===== config.mk =====
export PLATFORM = sky130hd
export DESIGN_NAME = br_ras
export DESIGN_NICKNAME = d
export VERILOG_FILES = /design/src/rtl/br_pkg.sv /design/src/rtl/ras_lifo.sv /design/src/rtl/br_ras.sv
export SDC_FILE = /design/constraint.sdc
export NUM_CORES = 1
export LEC_CHECK = 0
export BUFFER_PORTS_ARGS = -buffer_cell sky130_fd_sc_hd__clkbuf_2
export CORE_MARGIN = 2
export CORE_UTILIZATION = 50
export DETAILED_ROUTE_END_ITERATION = 8
export PLACE_DENSITY = 0.69
export SLEW_MARGIN = 20
export SYNTH_ARGS = -nofsm -noshare
export SYNTH_HDL_FRONTEND = slang
export SYNTH_SLANG_ARGS = --single-unit

===== constraint.sdc =====
create_clock -name clk -period 3.9 [get_ports clk]
set_input_delay 0 -clock clk [delete_from_list [all_inputs] [get_ports clk]]
set_output_delay 0 -clock clk [all_outputs]
set_load 0.02 [all_outputs]

===== src/rtl/br_pkg.sv =====
// rtl/br_pkg.sv - shared branch-op encodings for the branch address unit
package br_pkg;

    typedef enum logic [1:0] {
        BR_JMP  = 2'b00,
        BR_CALL = 2'b01,
        BR_RET  = 2'b10,
        BR_RSV  = 2'b11
    } br_op_t;

endpackage


===== src/rtl/ras_lifo.sv =====
// rtl/ras_lifo.sv - circular return-address stack with saturating count and sticky flags
module ras_lifo #(
    parameter int ADDR_W = 16,
    parameter int DEPTH  = 8
) (
    input  logic                       clk,
    input  logic                       rst,
    input  logic                       push,
    input  logic                       pop,
    input  logic [ADDR_W-1:0]          push_data,
    output logic [ADDR_W-1:0]          top_data,
    output logic [$clog2(DEPTH+1)-1:0] cnt,
    output logic                       full,
    output logic                       empty,
    output logic                       ovf,
    output logic                       unf
);

    localparam int PTR_W = (DEPTH > 1) ? $clog2(DEPTH) : 1;
    localparam int CNT_W = $clog2(DEPTH + 1);

    logic [ADDR_W-1:0] mem [DEPTH];
    // ptr is the next slot to write; the top entry sits one below it
    logic [PTR_W-1:0]  ptr;
    logic [PTR_W-1:0]  ptr_inc;
    logic [PTR_W-1:0]  ptr_dec;

    assign ptr_inc  = (ptr == PTR_W'(DEPTH - 1)) ? '0 : ptr + PTR_W'(1);
    assign ptr_dec  = (ptr == '0) ? PTR_W'(DEPTH - 1) : ptr - PTR_W'(1);
    assign top_data = mem[ptr_dec];
    assign full     = (cnt == CNT_W'(DEPTH));
    assign empty    = (cnt == '0);

    // When full, the slot at ptr holds the oldest entry, so a push overwrites it
    always_ff @(posedge clk) begin
        if (push) begin
            mem[ptr] <= push_data;
        end
    end

    always_ff @(posedge clk) begin
        if (rst) begin
            ptr <= '0;
            cnt <= '0;
            ovf <= 1'b0;
            unf <= 1'b0;
        end else if (push) begin
            ptr <= ptr_inc;
            if (full) begin
                ovf <= 1'b1;
            end else begin
                cnt <= cnt + CNT_W'(1);
            end
        end else if (pop) begin
            if (empty) begin
                unf <= 1'b1;
            end else begin
                ptr <= ptr_dec;
                cnt <= cnt - CNT_W'(1);
            end
        end
    end

endmodule


===== src/rtl/br_ras.sv =====
// rtl/br_ras.sv - branch target calculator with integrated return-address stack
module br_ras
    import br_pkg::*;
#(
    parameter int ADDR_W = 16,
    parameter int DEPTH  = 8
) (
    input  logic                       clk,
    input  logic                       rst,
    input  logic [ADDR_W-1:0]          pc_out,
    input  logic [ADDR_W-1:0]          imm,
    input  logic                       br_sel,
    input  br_op_t                     br_op,
    input  logic                       br_en,
    output logic [ADDR_W-1:0]          br_addr,
    output logic                       ras_empty,
    output logic                       ras_full,
    output logic [$clog2(DEPTH+1)-1:0] ras_cnt,
    output logic                       ras_ovf,
    output logic                       ras_unf
);

    logic [ADDR_W-1:0] base;
    logic [ADDR_W-1:0] ret_addr;
    logic [ADDR_W-1:0] top_data;
    logic              push;
    logic              pop;

    assign base     = br_sel ? '0 : pc_out;
    assign ret_addr = pc_out + ADDR_W'(1);
    assign push     = br_en && (br_op == BR_CALL);
    assign pop      = br_en && (br_op == BR_RET);

    always_comb begin
        br_addr = base + imm;
        if (br_op == BR_RET) begin
            br_addr = ras_empty ? '0 : top_data;
        end
    end

    ras_lifo #(
        .ADDR_W (ADDR_W),
        .DEPTH  (DEPTH)
    ) u_ras (
        .clk       (clk),
        .rst       (rst),
        .push      (push),
        .pop       (pop),
        .push_data (ret_addr),
        .top_data  (top_data),
        .cnt       (ras_cnt),
        .full      (ras_full),
        .empty     (ras_empty),
        .ovf       (ras_ovf),
        .unf       (ras_unf)
    );

endmodule


After elaboration in Yosys (flattened, before gate mapping)
Memories as Yosys holds them, arrays and structs flattened.
Index checks and enable logic that the tools add are counted.

storage, ports and cells
  memories = 1
  memory bits (writable) = 128
  register bits after elaboration = 9
  output and inout bits = 24
  logic and storage cells = 41

cells by class
  eq/ne operators = 6
  mux-type cells = 14
  add/sub/neg operators = 6
  reductions and logical operators = 9
  bitwise logic cells = 1

memories
  name       depth  bits a word  rd ports  clocked after Yosys merged registers in  wr ports  RTL line        RTL
  u_ras.mem  8      16           1         0                                        1         ras_lifo.sv:22  logic [ADDR_W-1:0] mem [DEPTH];

operators by type and width
  kind                   number
  $mux 16                3
  $add 16x1->16 const B  1
  $add 16x16->16         1
  $mux 4                 4
  $mux 3                 5
  $reduce_and 3->1       2
  $add 4x1->4 const B    1
  $eq 4x4->1 const B     1
  $logic_not 4->1        1
  $reduce_and 2->1       2
  $sub 4x1->4 const B    1
  $add 3x1->3 const B    1
  $eq 3x3->1 const B     1
  $logic_not 3->1        1
  $sub 3x1->3 const B    1
  $eq 2x1->1 const B     1
  $eq 2x2->1 const B     1
  $logic_and 1x1->1      2
  $mux 1                 2
  $ne 2x1->1 const B     1
  $ne 2x2->1 const B     1
  $reduce_bool 2->1      1
  $not 1->1              1

Logic depth before layout (Yosys ltp)
  depth after elaboration = 5
  depth in mapped cells = 10

Cells and area by module
From an unflattened synthesis, not the netlist that was laid out.

unflattened totals
  cells, all modules = 471
  area total of the unflattened synthesis = 6,926.6 sq um

modules (own cells, without submodules)
  module    area each (sq um)  times used  seq. area each (sq um)  cells each
  ras_lifo  5,557.8            1           4,023.9                 272
  br_ras    1,368.8            1           0.0                     199

Worst setup path after synthesis
No wires, ideal clock.

  path type = input port to flip-flop
  start point = input br_op[1]
  end point = memory u_ras.mem[0][0], enable pin
  path buffers = 0
  library setup time = 0.430 ns
  path slack = 1.231 ns
  cell stages on the path = 4
  arrival time = 2.238 ns
  cell sequence = nand2b_1 > nor2_2 > clkinv_1 > nor4_1

between the ends
  longest elaborated chain between the ends = 4

RTL lines
  what                          RTL line        RTL
  start: declaration            br_ras.sv:13    input br_op_t br_op,
  $eq 2x1->1                    br_ras.sv:31    assign push = br_en && (br_op == BR_CALL);
  $logic_and 1x1->1             br_ras.sv:31
  $mux 1                        ras_lifo.sv:36  if (push) begin
  $mux 1 (implied by the code)  ras_lifo.sv:37  mem[ptr] <= push_data;
  end: declaration              ras_lifo.sv:22

No other way between the ends.

Worst setup path after layout
  start point = register u_ras.ptr[0]
  end point = output br_addr[15]

between the ends
  longest elaborated chain between the ends = 5
  elaborated cells on any way between the ends = 6
  classes of those cells = add/sub: 1; mux: 3; reduce/logical: 1; memory: 1

RTL lines
  what                                            RTL line        RTL
  start: declaration                              ras_lifo.sv:24  logic [PTR_W-1:0] ptr;
  start signal: assignment                        ras_lifo.sv:48  ptr <= ptr_inc;
  start signal: assignment                        ras_lifo.sv:58  ptr <= ptr_dec;
  $sub 3x1->3 or $logic_not 3->1 (tied branches)  ras_lifo.sv:29  assign ptr_dec = (ptr == '0) ? PTR_W'(DEPTH - 1) : ptr - PTR_W'(1);
  $mux 3 (*)                                      ras_lifo.sv:29
  $mem_v2 8x16 (*)                                n/a
  $mux 16 (*)                                     br_ras.sv:37    br_addr = ras_empty ? '0 : top_data;
  $mux 16 (*)                                     br_ras.sv:36    if (br_op == BR_RET) begin
  end: declaration                                br_ras.sv:15    output logic [ADDR_W-1:0] br_addr,

Every way passes the cells marked *; elsewhere a longest branch is shown, timed or not.

==> results.md <==
Outcome:
- The flow ran to the end, and the final reports show no timing, DRC or antenna violations.

Setup path:
- The critical path data arrival time is 3.29 ns.
- The critical-path maximum fanout is 20.
- The cell with the most instances on the worst path is sky130_fd_sc_hd__ha_1.
- The master of the slowest instance on the critical path is sky130_fd_sc_hd__mux4_1.
- The startpoint type of the worst setup path is a flop.
- The setup path with the least slack is of type flop to primary output.
- Walking the worst path, the cells encountered are inv_2 -> ha_1 -> ha_1 -> nor2_4 -> buf_12 -> mux4_1 -> mux2i_1 -> o22a_1 -> o211ai_2 -> clkbuf_2.
- The worst setup path is captured at a primary output.
- For the worst setup path, the data required time is 3.90 ns.
- For this run, the slowest stage of the critical path takes 0.57 ns.

Timing:
- The smallest setup slack after layout is 0.6064 ns.
- The maximum clock rate is 0.3036 GHz.
- For the pin with the worst max-slew slack, the measured transition is 0.7748 ns.
- Setup violations remaining at the end of the flow were counted as 0.
- The worst path in the final design needs a cycle of 3.294 ns, including I/O delays and setup.
- The number of hold violations in the final report is 0.
- The clock arrives with 0.005577 ns of skew.
- The final count of pins violating max slew is 0.
- The setup total negative slack is 0 ns.
- The worst slew slack as a fraction of its limit is 47.92%.
- The worst path uses 84.45% of the clock period.
- Setup repair after global routing left no endpoint under its margin.

Global route:
- The via count of the first global-routing pass is 4179.
- The initial antenna violation count is 0.
- The first global-routing pass estimated 23340 um of wire.
- The overflow left after global routing is 0.
- The pin count of the biggest net entering global routing is 21.
- Global routing consumed, over all layers together, 22.57% of the routing resources.

Clock tree:
- The total clock buffers created by CTS is 17.
- CTS saw 137 sinks.
- The clock-pin slew reported for the worst setup and hold paths after clock tree synthesis is 0.06 ns.
- The tree is rooted in a sky130_fd_sc_hd__clkbuf_16.
- In this run the number of H-tree levels came out at 4.
- For the worst-skew pair, the clock arrives at the later sink with an insertion delay of 0.42 ns.
- The CTS tree is built.
- The number of buffers on the longest clock path is 2.

Drt:
- Wire segments on met3 add up to 976 um in the final route.
- The remaining number of nets flagged by the antenna check after routing is 0.
- The met2 routed wirelength is 7267 um.
- The highest layer touched by signal routing is met4.
- The starting DRC count in detailed routing is 418.
- The total via count after detailed routing is 4221.
- The detailed-route DRC error count is 0.
- The wire length reported by the detailed router is 15390 um.
- Dividing the detail-routed via count by the number of cells gives 5.970.
- The pre-antenna-repair detailed-routing pass consisted of 5 iterations.
- After detailed routing, the average wire length per cell comes to 21.77 um.
- The total routed wire length on the met1 layer is 6849 um.

Job:
- The number of max-cap violations is 0.

Layout:
- The layout overhead on the synthesized area is 17.25%.
- 0 antenna diodes ended up in the layout.
- In the final design database the tool counted 581 nets.
- The share of cells above drive strength 1 is 24.67%.

Placed design:
- The total of buffers placed on input and output ports is 61.
- Summed over all nets, the half-perimeter wirelength after detailed placement is 10200 um.
- OpenSTA, run right after detailed placement, puts the worst setup slack at 1.003 ns.
- The final RePlAce weighted congestion is 0.8720.

Yosys:
- The number of warning messages in the yosys log is 0.
- The share of flip-flops with an asynchronous set or reset is 0%.
- The gate count after technology mapping is 437.
- Counting every net in the synthesized netlist gives 499.
- Ranked by total cell area, the synthesized netlist is headed by sky130_fd_sc_hd__edfxtp_1 (57%), sky130_fd_sc_hd__mux4_1 (7.9%), sky130_fd_sc_hd__ha_1 (4.1%).
- The synthesized design contains 137 register bits.
- The combined area of all synthesized cells is 6686 um^2.
- Counting flops with a built-in enable in the synthesized netlist gives 128.
- The most used flip-flop cell after synthesis is sky130_fd_sc_hd__edfxtp_1.
- After synthesis, the largest area contributor takes up 57.49% of total cell area.
- Sequential elements use 60.18% of the synthesized area.
- Averaged over all synthesized cells, the footprint is 15.30 um^2.
- The count of unique library cells instantiated by Yosys is 62.
- Of all cell types, the one taking the most synthesized area is sky130_fd_sc_hd__edfxtp_1.

Floorplan:
- The floorplan step defined a core boundary enclosing 13140 um^2.
- Once the floorplan was initialized, standard cells occupied 50.90% of the core.
- The placement row count is 42.
- In this run the count of I/O pins placed on the die edge is 62.
- The die height is 119.6 um.
- The area enclosed by the die boundary is 14310 um^2.
- The die is 119.6 um wide.

Power:
- IR analysis of the VDD net gives a maximum drop of 0.0003941 V.
- The power per cell area is 470.2 nW/um^2.
- The static leakage is 0.002809 uW.

Hold path:
- The path category of the worst min-delay check is primary input to flop.
## synth_stat cells, types with 2 or more instances
cell                       instances
sky130_fd_sc_hd__inv_1             9
sky130_fd_sc_hd__mux4_1           20
sky130_fd_sc_hd__mux2i_1          18
sky130_fd_sc_hd__buf_12            2
sky130_fd_sc_hd__xnor2_1          17
sky130_fd_sc_hd__nor2b_1          17
sky130_fd_sc_hd__nand2b_1          2
sky130_fd_sc_hd__nor2_1           21
sky130_fd_sc_hd__a21o_1            5
sky130_fd_sc_hd__ha_1             22
sky130_fd_sc_hd__o211ai_1          2
sky130_fd_sc_hd__nand3_1           9
sky130_fd_sc_hd__a21boi_0          2
sky130_fd_sc_hd__nand4_1           5
sky130_fd_sc_hd__o21ai_0          12
sky130_fd_sc_hd__o21a_1            5
sky130_fd_sc_hd__fa_1              2
sky130_fd_sc_hd__edfxtp_1        128
sky130_fd_sc_hd__dfxtp_1           9
sky130_fd_sc_hd__mux4_2           12
sky130_fd_sc_hd__a21oi_1          16
sky130_fd_sc_hd__o32ai_1           2
sky130_fd_sc_hd__xor2_1            7
sky130_fd_sc_hd__nor3_1           12
sky130_fd_sc_hd__and3_1            3
sky130_fd_sc_hd__nand2_1          24
sky130_fd_sc_hd__clkbuf_1          8
sky130_fd_sc_hd__o22ai_1           9
sky130_fd_sc_hd__a211oi_1          2
sky130_fd_sc_hd__and2_1            3
## placed cells by master, fill, tap and decap left out, types with 3 or more instances in the layout
cell type / count
sky130_fd_sc_hd__nor2b_1: 17
sky130_fd_sc_hd__clkbuf_16: 17
sky130_fd_sc_hd__dfxtp_1: 9
sky130_fd_sc_hd__inv_1: 9
sky130_fd_sc_hd__mux2i_1: 18
sky130_fd_sc_hd__buf_4: 13
sky130_fd_sc_hd__xnor2_1: 17
sky130_fd_sc_hd__clkinvlp_4: 3
sky130_fd_sc_hd__mux4_1: 20
sky130_fd_sc_hd__and2_1: 3
sky130_fd_sc_hd__nor2_1: 20
sky130_fd_sc_hd__clkbuf_2: 61
sky130_fd_sc_hd__o22ai_1: 9
sky130_fd_sc_hd__o21a_1: 5
sky130_fd_sc_hd__edfxtp_1: 128
sky130_fd_sc_hd__mux4_2: 12
sky130_fd_sc_hd__xor2_1: 7
sky130_fd_sc_hd__nor3_2: 4
sky130_fd_sc_hd__clkinv_1: 4
sky130_fd_sc_hd__nand2_1: 24
sky130_fd_sc_hd__ha_1: 22
sky130_fd_sc_hd__nand3_1: 9
sky130_fd_sc_hd__o21ai_0: 12
sky130_fd_sc_hd__nor3_1: 8
sky130_fd_sc_hd__a21o_1: 5
sky130_fd_sc_hd__nand4_1: 5
sky130_fd_sc_hd__and3_1: 3
sky130_fd_sc_hd__a21oi_1: 16
## final timing paths
| path | start | endpoint | slack [ns] | depth (start not counted) |
|---|---|---|---|---|
| worst max register to register | u_ras.ptr[0] | u_ras.ptr[2] | 1.70 | 7 |
| worst max-delay path | u_ras.ptr[0] | br_addr[15] | 0.61 | 10 |
| worst min register to register | u_ras.ovf | u_ras.ovf | 0.49 | 2 |
| worst min-delay path | br_op[0] | u_ras.ptr[2] | 0.06 | 5 |
## where the power goes
| part | leakage [uW] | switching (uW) | internal, uW | total (uW) |
|---|---|---|---|---|
| Sequential | 0.00123 | 15.1 | 1630 | 1650 |
| Combinational | 0.00132 | 318 | 210 | 528 |
| Clock | 0.000265 | 583 | 929 | 1510 |
| Total | 0.00281 | 917 | 2770 | 3690 |
## cell type report
type,instances,area (um^2)
Clock buffer,18,429.2
Clock inverter,13,130.1
Fill cell,1012,5298
Inverter,11,41.29
Multi-Input combinational cell,275,2552
Sequential cell,137,4024
Tap cell,176,220.2
Timing Repair Buffer,77,442.9
## metal layers
metal  vias up  global-route usage (%)
met5         -                       0
met4         0                   7.868
met3        28                   5.846
met2       167                   35.96
met1      2117                   30.36
li1       1909                       -
## cell families after synthesis
family | count (synthesis) | synth area share, %
and+or+nand+nor | 104 | 7.804
DFF | 137 | 60.18
xor gates and xnor gates | 24 | 3.144
buffers and inverters | 25 | 2.077
AOI/OAI and AO/OA | 73 | 7.485
muxes | 50 | 14.60
adders and majority gates | 24 | 4.716
## metrics by stage
step	std cells	utilization, %	hold WS [ns]	power [uW]	area, um^2
after global placement	674	55.25	0.2942	2186	7258
after detailed placement	674	55.27	0.3168	2199	7261
after CTS	707	59.68	0.04040	3711	7840
after global routing	707	59.68	0.08917	3814	7840
final	707	59.68	0.05545	3687	7840
after floorplan	437	-	0.1572	2034	6686
## state kept, by name (all words and copies together) (netlist names)
name,cells
u_ras.mem,128
u_ras.cnt,4
u_ras.ptr,3
u_ras.ovf,1
u_ras.unf,1
## critical path, delay by kind of cell, from the launching register on
family                     cells  cell delay [ns]
AOI/OAI and AO/OA              2             0.23
and+or+nand+nor                1             0.41
muxes                          2             0.72
DFF                            1             0.50
adders and majority gates      2             0.44
buffers and inverters          3             0.54
## timing repair
| item | in CTS | in global routing |
|---|---|---|
| setup endpoints to repair | 0 | 0 |
| hold buffers | 2 | 0 |
| hold endpoints to repair | 9 | 0 |
| buffers inserted | 0 | 0 |
| resized for setup | 0 | 0 |
Note: power is estimated with default switching activity, not from simulation.
